### config.mk
export PLATFORM = sky130hd
export DESIGN_NAME = alu_ctrl_gen_flat
export DESIGN_NICKNAME = d
export VERILOG_FILES = /design/src/rtl/alu_ctrl_gen_pkg.sv /design/src/rtl/alu_ctrl_gen_if.sv /design/src/rtl/alu_ctrl_gen_decode.sv /design/src/rtl/alu_ctrl_gen.sv /design/src/flat_wrapper.sv
export SDC_FILE = /design/constraint.sdc
export NUM_CORES = 1
export LEC_CHECK = 0
export CORE_ASPECT_RATIO = 1.75
export CORE_MARGIN = 3
export CORE_UTILIZATION = 45
export DETAILED_ROUTE_END_ITERATION = 8
export GPL_ROUTABILITY_DRIVEN = 1
export HOLD_SLACK_MARGIN = 0.12
export PLACE_DENSITY = 0.7
export SLEW_MARGIN = 20
export SYNTH_ARGS = -nofsm -noshare
export SYNTH_HDL_FRONTEND = slang
export SYNTH_HIERARCHICAL = 1
export SYNTH_SLANG_ARGS = --single-unit
export TNS_END_PERCENT = 1
### constraint.sdc
create_clock -name clk -period 8.2 [get_ports clk]
set_input_delay 2.46 -clock clk [delete_from_list [all_inputs] [get_ports clk]]
set_output_delay 2.46 -clock clk [all_outputs]
set_load 0.01 [all_outputs]
### src/rtl/alu_ctrl_gen_pkg.sv
// Shared ALU-control definitions: ALU op codes, RV32I opcodes, funct7 values,
// the OUT/SKID occupancy states and the funct3-to-ALU-op mapping helper.
package alu_pkg;

    localparam logic [3:0] ALU_ADD = 4'b0010;
    localparam logic [3:0] ALU_SUB = 4'b0110;
    localparam logic [3:0] ALU_AND = 4'b0000;
    localparam logic [3:0] ALU_OR  = 4'b0001;
    localparam logic [3:0] ALU_XOR = 4'b1111;
    localparam logic [3:0] ALU_SLT = 4'b0111;
    localparam logic [3:0] ALU_SLL = 4'b0011;
    localparam logic [3:0] ALU_SRL = 4'b1000;
    localparam logic [3:0] ALU_SRA = 4'b1010;

    localparam logic [6:0] OP_R      = 7'b0110011;
    localparam logic [6:0] OP_IMM    = 7'b0010011;
    localparam logic [6:0] OP_LOAD   = 7'b0000011;
    localparam logic [6:0] OP_JALR   = 7'b1100111;
    localparam logic [6:0] OP_STORE  = 7'b0100011;
    localparam logic [6:0] OP_BRANCH = 7'b1100011;
    localparam logic [6:0] OP_LUI    = 7'b0110111;
    localparam logic [6:0] OP_AUIPC  = 7'b0010111;
    localparam logic [6:0] OP_JAL    = 7'b1101111;

    localparam logic [6:0] F7_BASE = 7'b0000000;
    localparam logic [6:0] F7_ALT  = 7'b0100000;

    typedef enum logic [1:0] {
        ST_EMPTY = 2'd0,
        ST_ONE   = 2'd1,
        ST_FULL  = 2'd2
    } buf_state_t;

    // alt selects SUB for funct3 000 and SRA for funct3 101
    function automatic logic [3:0] alu_op(input logic [2:0] funct3, input logic alt);
        logic [3:0] op;
        case (funct3)
            3'b000:  op = alt ? ALU_SUB : ALU_ADD;
            3'b001:  op = ALU_SLL;
            3'b010:  op = ALU_SLT;
            3'b011:  op = ALU_SLT;
            3'b100:  op = ALU_XOR;
            3'b101:  op = alt ? ALU_SRA : ALU_SRL;
            3'b110:  op = ALU_OR;
            3'b111:  op = ALU_AND;
            default: op = ALU_ADD;
        endcase
        return op;
    endfunction

endpackage

### src/rtl/alu_ctrl_gen_if.sv
// Instruction-in / decoded-control-out handshake bundle for alu_ctrl_gen.
// The illegal flag exists only when ALU_DEC_ILLEGAL_EN is defined.
interface alu_ctrl_gen_if;
    logic        in_valid;
    logic        in_ready;
    logic [31:0] in_instr;
    logic        out_valid;
    logic        out_ready;
    logic [3:0]  alu_ctrl;
    logic        alu_src_imm;
    logic [31:0] imm_out;
`ifdef ALU_DEC_ILLEGAL_EN
    logic        illegal;
`endif

    modport master (
        output in_valid, in_instr, out_ready,
        input  in_ready, out_valid, alu_ctrl, alu_src_imm, imm_out
`ifdef ALU_DEC_ILLEGAL_EN
        , input illegal
`endif
    );

    modport slave (
        input  in_valid, in_instr, out_ready,
        output in_ready, out_valid, alu_ctrl, alu_src_imm, imm_out
`ifdef ALU_DEC_ILLEGAL_EN
        , output illegal
`endif
    );
endinterface

### src/rtl/alu_ctrl_gen_decode.sv
// Combinational RV32I decode into ALU op, operand-B select and immediate.
// Illegal-encoding detection is built only with ALU_DEC_ILLEGAL_EN.
module alu_ctrl_decode
    import alu_pkg::*;
(
    input  logic [31:0] instr,
    output logic [3:0]  alu_ctrl,
    output logic        alu_src_imm,
    output logic [31:0] imm_out
`ifdef ALU_DEC_ILLEGAL_EN
    , output logic      illegal
`endif
);

    logic [6:0]  opcode_s;
    logic [2:0]  funct3_s;
    logic [6:0]  funct7_s;
    logic        alt_s;
    logic        is_shift_s;
    logic [31:0] imm_i_s;
    logic [31:0] imm_st_s;
    logic [31:0] imm_b_s;
    logic [31:0] imm_u_s;
    logic [31:0] imm_j_s;

    assign opcode_s   = instr[6:0];
    assign funct3_s   = instr[14:12];
    assign funct7_s   = instr[31:25];
    assign alt_s      = (funct7_s == F7_ALT);
    assign is_shift_s = (funct3_s == 3'b001) || (funct3_s == 3'b101);

    assign imm_i_s  = {{20{instr[31]}}, instr[31:20]};
    assign imm_st_s = {{20{instr[31]}}, instr[31:25], instr[11:7]};
    assign imm_b_s  = {{19{instr[31]}}, instr[31], instr[7], instr[30:25], instr[11:8], 1'b0};
    assign imm_u_s  = {instr[31:12], 12'd0};
    assign imm_j_s  = {{11{instr[31]}}, instr[31], instr[19:12], instr[20], instr[30:21], 1'b0};

    // Field decode; unknown opcodes fall back to ADD with rs2 and a zero immediate
    always_comb begin
        alu_ctrl    = ALU_ADD;
        alu_src_imm = 1'b0;
        imm_out     = 32'd0;
        case (opcode_s)
            OP_R: begin
                alu_ctrl = alu_op(funct3_s, alt_s);
            end
            OP_IMM: begin
                // funct3 000 has no SUB form with an immediate, so alt only matters for 101
                alu_ctrl    = alu_op(funct3_s, alt_s && (funct3_s == 3'b101));
                alu_src_imm = 1'b1;
                if (is_shift_s) begin
                    imm_out = {27'd0, instr[24:20]};
                end else begin
                    imm_out = imm_i_s;
                end
            end
            OP_LOAD, OP_JALR: begin
                alu_src_imm = 1'b1;
                imm_out     = imm_i_s;
            end
            OP_STORE: begin
                alu_src_imm = 1'b1;
                imm_out     = imm_st_s;
            end
            OP_BRANCH: begin
                alu_ctrl = ALU_SUB;
                imm_out  = imm_b_s;
            end
            OP_LUI, OP_AUIPC: begin
                alu_src_imm = 1'b1;
                imm_out     = imm_u_s;
            end
            OP_JAL: begin
                alu_src_imm = 1'b1;
                imm_out     = imm_j_s;
            end
            default: begin
                alu_ctrl    = ALU_ADD;
                alu_src_imm = 1'b0;
                imm_out     = 32'd0;
            end
        endcase
    end

`ifdef ALU_DEC_ILLEGAL_EN
    // Flags unlisted opcodes and funct7/shamt-high patterns outside the base ISA
    always_comb begin
        illegal = 1'b0;
        case (opcode_s)
            OP_R: begin
                if (funct7_s == F7_BASE) begin
                    illegal = 1'b0;
                end else if (alt_s && ((funct3_s == 3'b000) || (funct3_s == 3'b101))) begin
                    illegal = 1'b0;
                end else begin
                    illegal = 1'b1;
                end
            end
            OP_IMM: begin
                if (funct3_s == 3'b001) begin
                    illegal = (funct7_s != F7_BASE);
                end else if (funct3_s == 3'b101) begin
                    illegal = !((funct7_s == F7_BASE) || alt_s);
                end else begin
                    illegal = 1'b0;
                end
            end
            OP_LOAD, OP_JALR, OP_STORE, OP_BRANCH, OP_LUI, OP_AUIPC, OP_JAL: begin
                illegal = 1'b0;
            end
            default: begin
                illegal = 1'b1;
            end
        endcase
    end
`endif

endmodule

### src/rtl/alu_ctrl_gen.sv
// Registered ALU-control generator: decode feeding an OUT register plus a
// one-entry skid buffer. Optional illegal flag: define ALU_DEC_ILLEGAL_EN.
module alu_ctrl_gen
    import alu_pkg::*;
(
    input  logic          clk,
    input  logic          rst,
    input  logic          flush,
    alu_ctrl_gen_if.slave bus
);

    logic [3:0]  dec_ctrl_s;
    logic        dec_src_s;
    logic [31:0] dec_imm_s;

    buf_state_t  state_r;
    logic        in_ready_r;
    logic        out_valid_r;
    logic [3:0]  out_ctrl_r;
    logic        out_src_r;
    logic [31:0] out_imm_r;
    logic [3:0]  skid_ctrl_r;
    logic        skid_src_r;
    logic [31:0] skid_imm_r;

    logic        accept_s;
    logic        drain_s;
    logic        load_out_new_s;
    logic        load_out_skid_s;
    logic        load_skid_s;

`ifdef ALU_DEC_ILLEGAL_EN
    logic        dec_ill_s;
    logic        out_ill_r;
    logic        skid_ill_r;
`endif

    alu_ctrl_decode u_decode (
        .instr       (bus.in_instr),
        .alu_ctrl    (dec_ctrl_s),
        .alu_src_imm (dec_src_s),
        .imm_out     (dec_imm_s)
`ifdef ALU_DEC_ILLEGAL_EN
        , .illegal   (dec_ill_s)
`endif
    );

    assign accept_s = bus.in_valid && in_ready_r;
    assign drain_s  = out_valid_r && bus.out_ready;

    // Data-path load strobes; flush suppresses every load
    always_comb begin
        load_out_new_s  = 1'b0;
        load_out_skid_s = 1'b0;
        load_skid_s     = 1'b0;
        if (flush) begin
            load_out_new_s  = 1'b0;
            load_out_skid_s = 1'b0;
            load_skid_s     = 1'b0;
        end else begin
            case (state_r)
                ST_EMPTY: load_out_new_s = accept_s;
                ST_ONE: begin
                    load_out_new_s = accept_s && drain_s;
                    load_skid_s    = accept_s && !drain_s;
                end
                ST_FULL:  load_out_skid_s = drain_s;
                default:  load_out_new_s  = 1'b0;
            endcase
        end
    end

    // Occupancy FSM with registered out_valid/in_ready (no comb path from out_ready)
    always_ff @(posedge clk or posedge rst) begin
        if (rst) begin
            state_r     <= ST_EMPTY;
            out_valid_r <= 1'b0;
            in_ready_r  <= 1'b1;
        end else if (flush) begin
            state_r     <= ST_EMPTY;
            out_valid_r <= 1'b0;
            in_ready_r  <= 1'b1;
        end else begin
            case (state_r)
                ST_EMPTY: begin
                    if (accept_s) begin
                        state_r     <= ST_ONE;
                        out_valid_r <= 1'b1;
                    end else begin
                        state_r     <= ST_EMPTY;
                    end
                end
                ST_ONE: begin
                    if (drain_s && !accept_s) begin
                        state_r     <= ST_EMPTY;
                        out_valid_r <= 1'b0;
                    end else if (accept_s && !drain_s) begin
                        state_r     <= ST_FULL;
                        in_ready_r  <= 1'b0;
                    end else begin
                        state_r     <= ST_ONE;
                    end
                end
                ST_FULL: begin
                    if (drain_s) begin
                        state_r     <= ST_ONE;
                        in_ready_r  <= 1'b1;
                    end else begin
                        state_r     <= ST_FULL;
                    end
                end
                default: begin
                    state_r     <= ST_EMPTY;
                    out_valid_r <= 1'b0;
                    in_ready_r  <= 1'b1;
                end
            endcase
        end
    end

    // OUT and SKID payload registers
    always_ff @(posedge clk or posedge rst) begin
        if (rst) begin
            out_ctrl_r  <= ALU_ADD;
            out_src_r   <= 1'b0;
            out_imm_r   <= 32'd0;
            skid_ctrl_r <= ALU_ADD;
            skid_src_r  <= 1'b0;
            skid_imm_r  <= 32'd0;
        end else begin
            if (load_out_new_s) begin
                out_ctrl_r <= dec_ctrl_s;
                out_src_r  <= dec_src_s;
                out_imm_r  <= dec_imm_s;
            end else if (load_out_skid_s) begin
                out_ctrl_r <= skid_ctrl_r;
                out_src_r  <= skid_src_r;
                out_imm_r  <= skid_imm_r;
            end else begin
                out_ctrl_r <= out_ctrl_r;
            end
            if (load_skid_s) begin
                skid_ctrl_r <= dec_ctrl_s;
                skid_src_r  <= dec_src_s;
                skid_imm_r  <= dec_imm_s;
            end else begin
                skid_ctrl_r <= skid_ctrl_r;
            end
        end
    end

`ifdef ALU_DEC_ILLEGAL_EN
    // Illegal flag travels with its entry through OUT/SKID
    always_ff @(posedge clk or posedge rst) begin
        if (rst) begin
            out_ill_r  <= 1'b0;
            skid_ill_r <= 1'b0;
        end else begin
            if (load_out_new_s) begin
                out_ill_r <= dec_ill_s;
            end else if (load_out_skid_s) begin
                out_ill_r <= skid_ill_r;
            end else begin
                out_ill_r <= out_ill_r;
            end
            if (load_skid_s) begin
                skid_ill_r <= dec_ill_s;
            end else begin
                skid_ill_r <= skid_ill_r;
            end
        end
    end

    assign bus.illegal = out_ill_r;
`endif

    assign bus.in_ready    = in_ready_r;
    assign bus.out_valid   = out_valid_r;
    assign bus.alu_ctrl    = out_ctrl_r;
    assign bus.alu_src_imm = out_src_r;
    assign bus.imm_out     = out_imm_r;

endmodule

### src/flat_wrapper.sv
// flat-port wrapper written by rule: the top's interface ports become plain ports
module alu_ctrl_gen_flat import alu_pkg::*;
  (clk, rst, flush, bus_in_valid, bus_in_instr, bus_out_ready, bus_in_ready, bus_out_valid, bus_alu_ctrl, bus_alu_src_imm, bus_imm_out);
  alu_ctrl_gen_if bus_i ();
  input  logic clk;
  input  logic rst;
  input  logic flush;
  input wire logic [$bits(bus_i.in_valid)-1:0] bus_in_valid;
  input wire logic [$bits(bus_i.in_instr)-1:0] bus_in_instr;
  input wire logic [$bits(bus_i.out_ready)-1:0] bus_out_ready;
  output wire logic [$bits(bus_i.in_ready)-1:0] bus_in_ready;
  output wire logic [$bits(bus_i.out_valid)-1:0] bus_out_valid;
  output wire logic [$bits(bus_i.alu_ctrl)-1:0] bus_alu_ctrl;
  output wire logic [$bits(bus_i.alu_src_imm)-1:0] bus_alu_src_imm;
  output wire logic [$bits(bus_i.imm_out)-1:0] bus_imm_out;
  assign bus_i.in_valid = bus_in_valid;
  assign bus_i.in_instr = bus_in_instr;
  assign bus_i.out_ready = bus_out_ready;
  assign bus_in_ready = bus_i.in_ready;
  assign bus_out_valid = bus_i.out_valid;
  assign bus_alu_ctrl = bus_i.alu_ctrl;
  assign bus_alu_src_imm = bus_i.alu_src_imm;
  assign bus_imm_out = bus_i.imm_out;
  alu_ctrl_gen u_core (.clk(clk), .rst(rst), .flush(flush), .bus(bus_i));
endmodule
## Word-level counts from Yosys, hierarchy flattened

Index checks and enable logic that the tools add are counted.

- Register bits after elaboration: 78
- Input bits: 37
- Output and inout bits: 39
- Logic and storage cells: 90

- Equality and inequality tests: 26
- Mux-type cells: 37
- Reductions and logical operators: 18

Operator list:

| cell | count |
|---|---|
| $pmux W32 S6 | 1 |
| $mux W32 | 3 |
| $pmux W4 S7 | 2 |
| $eq A7 B6 Y1 const B | 4 |
| $eq A7 B7 Y1 const B | 3 |
| $mux W1 | 16 |
| $eq A7 B5 Y1 const B | 2 |
| $eq A3 B3 Y1 const B | 4 |
| $mux W2 | 6 |
| $ne A3 B2 Y1 const B | 4 |
| $pmux W4 S3 | 1 |
| $mux W4 | 2 |
| $eq A7 B2 Y1 const B | 1 |
| $reduce_or A7 Y1 | 1 |
| $eq A3 B2 Y1 const B | 2 |
| $logic_and A1 B1 Y1 | 6 |
| $mux W3 | 2 |
| $pmux W1 S3 | 2 |
| $pmux W2 S3 | 1 |
| $reduce_or A2 Y1 | 3 |
| $ne A2 B2 Y1 const B | 2 |
| $reduce_and A4 Y1 | 1 |
| $eq A3 B1 Y1 const B | 1 |
| $logic_not A3 Y1 | 1 |
| 9 further kinds | 10 |

## Logic depth before layout (Yosys ltp)

- Word-level depth: 7
- Mapped depth: 9

## Cells and area by module

Netlist, hierarchy kept.

Modules (own cells, without submodules):

| module | times used | cells each | area an instance (sq um) |
|---|---|---|---|
| alu_ctrl_gen | 1 | 271 | 3509.6 |
| alu_ctrl_decode | 1 | 93 | 613.1 |

## Worst setup path after synthesis

OpenSTA, ideal clock, no wires.

- Path type: input to register
- Start: input port bus_in_instr[2]
- End: register u_core.skid_imm_r[22]
- Library setup time: 0.064 ns
- Arrival: 3.880 ns
- Required time: 8.136 ns
- Path slack: 4.256 ns
- Cell stages on the path: 7
- Cells stage by stage: buf_2 nor2b_1 o32a_2 a211oi_4 buf_6 a22o_1 mux2_4

- Longest elaborated chain between the ends: 3

Ends and longest elaborated chain:

| item | line | RTL |
|---|---|---|
| from (decl) | flat_wrapper.sv:9 | `input wire logic [$bits(bus_i.in_instr)-1:0] bus_in_instr;` |
| $eq A7 B6 Y1 (tied with other cells) | alu_ctrl_gen_decode.sv:43 | `case (opcode_s)` |
| $reduce_or A2 Y1 | - |  |
| $pmux W32 S6 (*) | alu_ctrl_gen_decode.sv:43 |  |
| via u_core.dec_imm_s[22] | alu_ctrl_gen.sv:14 | `logic [31:0] dec_imm_s;` |
| to (signal assigned) | alu_ctrl_gen.sv:145 | `skid_imm_r <= dec_imm_s;` |
| to (decl) | alu_ctrl_gen.sv:24 | `logic [31:0] skid_imm_r;` |

Mark *: on every way through the listed nets, which the timed path passes. The rest lies on a longest branch.
A chain may end at the register's enable or synchronous reset.

## Worst setup path in the final report

- Start: input port bus_in_instr[6]
- End: register u_core.out_imm_r[30] (netlist: u_core/bus.imm_out[30])

- Longest elaborated chain between the ends: 4

Ends and longest elaborated chain:

| item | line | RTL |
|---|---|---|
| $eq A7 B6 Y1 (tied with other cells) | alu_ctrl_gen_decode.sv:43 |  |
| $reduce_or A2 Y1 | - |  |
| $pmux W32 S6 (*) | alu_ctrl_gen_decode.sv:43 |  |
| via u_core.dec_imm_s[30] | alu_ctrl_gen.sv:14 |  |
| $mux W32 (*) | alu_ctrl_gen.sv:131 | `if (load_out_new_s) begin` |
| to (signal assigned) | alu_ctrl_gen.sv:134 | `out_imm_r <= dec_imm_s;` |
| to (signal assigned) | alu_ctrl_gen.sv:138 | `out_imm_r <= skid_imm_r;` |
| to (decl) | alu_ctrl_gen.sv:21 | `logic [31:0] out_imm_r;` |

Marked as above.

==> flow_metrics.py <==
metrics = {
    "power_and_ir_drop": {
        "ir_worst_vdd_v": 0.000111,
        "power_density_nw_per_um2": 202,
        "power.static_leakage_uw": 0.00262,
    },
    "routing": {
        "vias": 3043,
        "routedWlPerCell_um": 17.3,
        "wl_um": 9570,
        "detail_route.first_pass.iterations": 4,
        "drc": 0,
        "route.antenna.remaining_nets": 0,
        "dr.first_iter.drc_count": 206,
        "via_per_inst": 5.51,
    },
    "cells_and_area": {
        "final_net_count": 469,
        "instances_no_fill": 552,
        "area_growth_pct": 26.8,
        "post_route_cells_drive_above_1_share_pct": 15.9,
        "antennaDiodeCount": 0,
    },
    "logic_synthesis": {
        "yosys_register_bits": 78,
        "most_area_consuming_cells_after_synthesis": "dfrtp_1 (46%), mux2_4 (11%), mux2i_1 (9.2%)",
        "synth-warning-count": 6,
        "synth_edf_count": 0,
        "synthFlopType": "dfrtp_1",
        "netlist_top_cells_count": "dfrtp_1 (75), nand2_1 (46), o21ai_0 (41)",
        "synthDominantCellAreaShare_pct": 45.5,
        "post_synth_num_cell_types": 43,
        "yosysMostFrequentCell": "dfrtp_1",
        "synth_top_cell_by_area": "dfrtp_1",
        "mappedNetlistArea_um2": 4120,
        "synth_cells": 364,
        "synth_nets": 403,
        "asyncSetResetFlopFracSynth_pct": 100,
        "ys_seq_area_share_pct": 47.4,
        "avgSynthCellArea_um2": 11.3,
    },
    "cts": {
        "cts-root-to-sink-buffers": 2,
        "cts_resized": 0,
        "clk_pin_slew_ns": 0.06,
        "clock_sink_count": 78,
        "clock_tree.htree_level_count": 3,
        "post-cts-setup-buffers": 0,
        "clock_insertion_delay_worst_skew_ns": 0.34,
        "cts_made_buffers": 9,
        "cts_tree": "built",
        "root_buffer": "clkbuf_16",
        "ctsHoldBuffers": 0,
    },
    "setup_path": {
        "worst-r2r-cell-count": 6,
        "critical_path.cell_chain": "clkdlybuf4s50_1 > or3_1 > o32a_2 > a211oi_4 > a22o_1 > nand2_1 > o21ai_0",
        "worst_setup_path_end_kind": "flip-flop",
        "worstReg2RegEnd": "u_core/bus.alu_ctrl[2]$_DFFE_PP0P_",
        "critical_path.n_buffers_inverters": 1,
        "worstPathArrival_ns": 4.79,
        "cp.depth": 7,
        "crit_family": "compound AO/OA/AOI/OAI gates",
        "cpPeakStageDelay_ns": 0.62,
        "setup.worst_path.start": "bus_in_instr[6]",
        "critical_path_peak_fanout": 17,
        "r2r_slack_ns": 5.99,
        "r2r_startpoint": "u_core/bus.out_valid$_DFFE_PP0P_",
        "timing.critical_path.required_ns": 8.45,
        "setup.worst_path.class": "in -> reg",
        "worst_path_max_delay_cell": "a211oi_4",
        "timing.critical_path.from_type": "primary input",
    },
    "timing": {
        "hold_slack_ns": 0.511,
        "setup_ws_ns": 3.65,
        "slew_headroom_pct": 33.8,
        "final-setup-viol-count": 0,
        "clock.fmax_mhz": 220,
        "worst_clock_skew_ns": 0.00484,
        "maxSlewViolCount": 0,
        "final_period_minus_worst_setup_slack_ns": 4.55,
        "grt_setup_unrepaired": "false",
        "worst_pin_slew_ns": 0.993,
        "tns_ns": 0,
        "finalHoldViolations": 0,
        "period_share_pct": 55.5,
    },
    "grt": {
        "antenna_found_initial": 0,
        "maximum_number_of_pins_on_one_net_before_global_route_repair": 79,
        "grt_first_pass_wirelength_um": 15400,
        "overflow": 0,
        "global_route.usage.total_pct": 19.1,
        "first_global_vias": 3104,
    },
    "worst_hold_path": {
        "hold_path_depth": 1,
        "hold_class": "reg -> reg",
        "worstHoldEndpoint": "u_core/skid_imm_r[0]$_DFFE_PP0P_",
        "worst_hold_startpoint": "u_core/skid_imm_r[0]$_DFFE_PP0P_",
    },
    "placed_design": {
        "hpwl_um": 6460,
        "cell_count_after_placement": 536,
        "pre_cts_ws_ns": 3.31,
        "port_buffers": 75,
        "finalWeightedCongestion": 0.881,
    },
    "floorplanning": {
        "num_io_pins": 76,
        "die_span_x_um": 78.4,
        "placement_rows": 45,
        "floorplan.initialDensity_pct": 46.9,
        "fp.dieH_um": 133,
        "placeableCoreArea_um2": 8780,
        "total_die_area_um2": 10400,
    },
    "run": {
        "drv_cap": 0,
    },
    "status": {
        "status": "complete, no violations",
    },
}
metrics by stage:
| stage | total power [uW] | area, um2 | utilization, % |
|---|---|---|---|
| after CTS | 1070 | 5230 | 59.5 |
| after global routing | 1100 | 5230 | 59.5 |
| after floorplan | 549 | 4120 | - |
| after detailed placement | 625 | 4890 | 55.7 |
| after global placement | 620 | 4890 | 55.7 |
| final | 1060 | 5230 | 59.5 |
layout make-up:
class                           count  area (um2)
Fill cell                         764        3550
Clock inverter                      3        65.1
Tap cell                          117         146
Multi-Input combinational cell    257        1990
Timing Repair Buffer               79         781
Sequential cell                    78        1960
Clock buffer                       13         270
Inverter                            5        18.8
state kept, by name, indices dropped and copies added (netlist names):
name and count:
u_core/bus.out_valid 1, u_core/skid_src_r 1, u_core/skid_ctrl_r 4, u_core/skid_imm_r 32, u_core/bus.imm_out 32, u_core/bus.in_ready 1
u_core/bus.alu_src_imm 1, u_core/bus.alu_ctrl 4, u_core/state_r 2
logic make-up (layout without fill, tap and decap cells):
family,count (synthesis),after routing,share of synthesized area (%)
AO/OA/AOI/OAI,84,84,13.3
adder cells (fa/ha/maj),2,2,0.607
buffers and inverters,29,100,4.67
flip-flops,78,78,47.4
multiplexers,75,75,22.1
AND/OR/NAND/NOR,96,96,12.0
power by group:
group          internal, uW  switching (uW)  total (uW)
Clock                   291             150         441
Combinational          90.1            79.6         170
Sequential              423            24.0         447
Total                   804             253        1060
per-layer routing:
layer  track usage, %  part of all wire (%)
met3             3.34                   4.7
met5                0                     0
met2             30.9                    51
met1             24.3                    42
met4             9.82                   2.5
worst max path at each step:
| stage | endpoint |
|---|---|
| after floorplan | u_core/bus.alu_ctrl[0]$_DFFE_PP0P_ |
| after global placement | u_core/skid_imm_r[23]$_DFFE_PP0P_ |
| after detailed placement | u_core/bus.imm_out[30]$_DFFE_PP0P_ |
| after CTS | u_core/bus.imm_out[30]$_DFFE_PP0P_ |
| after global routing | u_core/bus.imm_out[30]$_DFFE_PP0P_ |
| final | u_core/bus.imm_out[30]$_DFFE_PP0P_ |
cell usage in the layout, fill, tap and decap left out, types with 4 or more instances in the layout:
cell type / n
a21o_1: 9
a21oi_1: 6
a22o_1: 15
and2_1: 9
buf_4: 4
clkbuf_16: 9
clkdlybuf4s50_1: 75
dfrtp_1: 75
inv_1: 4
mux2_2: 7
mux2_4: 30
mux2i_1: 38
nand2_1: 46
nand2b_1: 4
nor2_1: 7
nor2b_1: 4
nor3_1: 6
nor4_1: 4
o21ai_0: 41
Power figures use the tool's default switching activity.
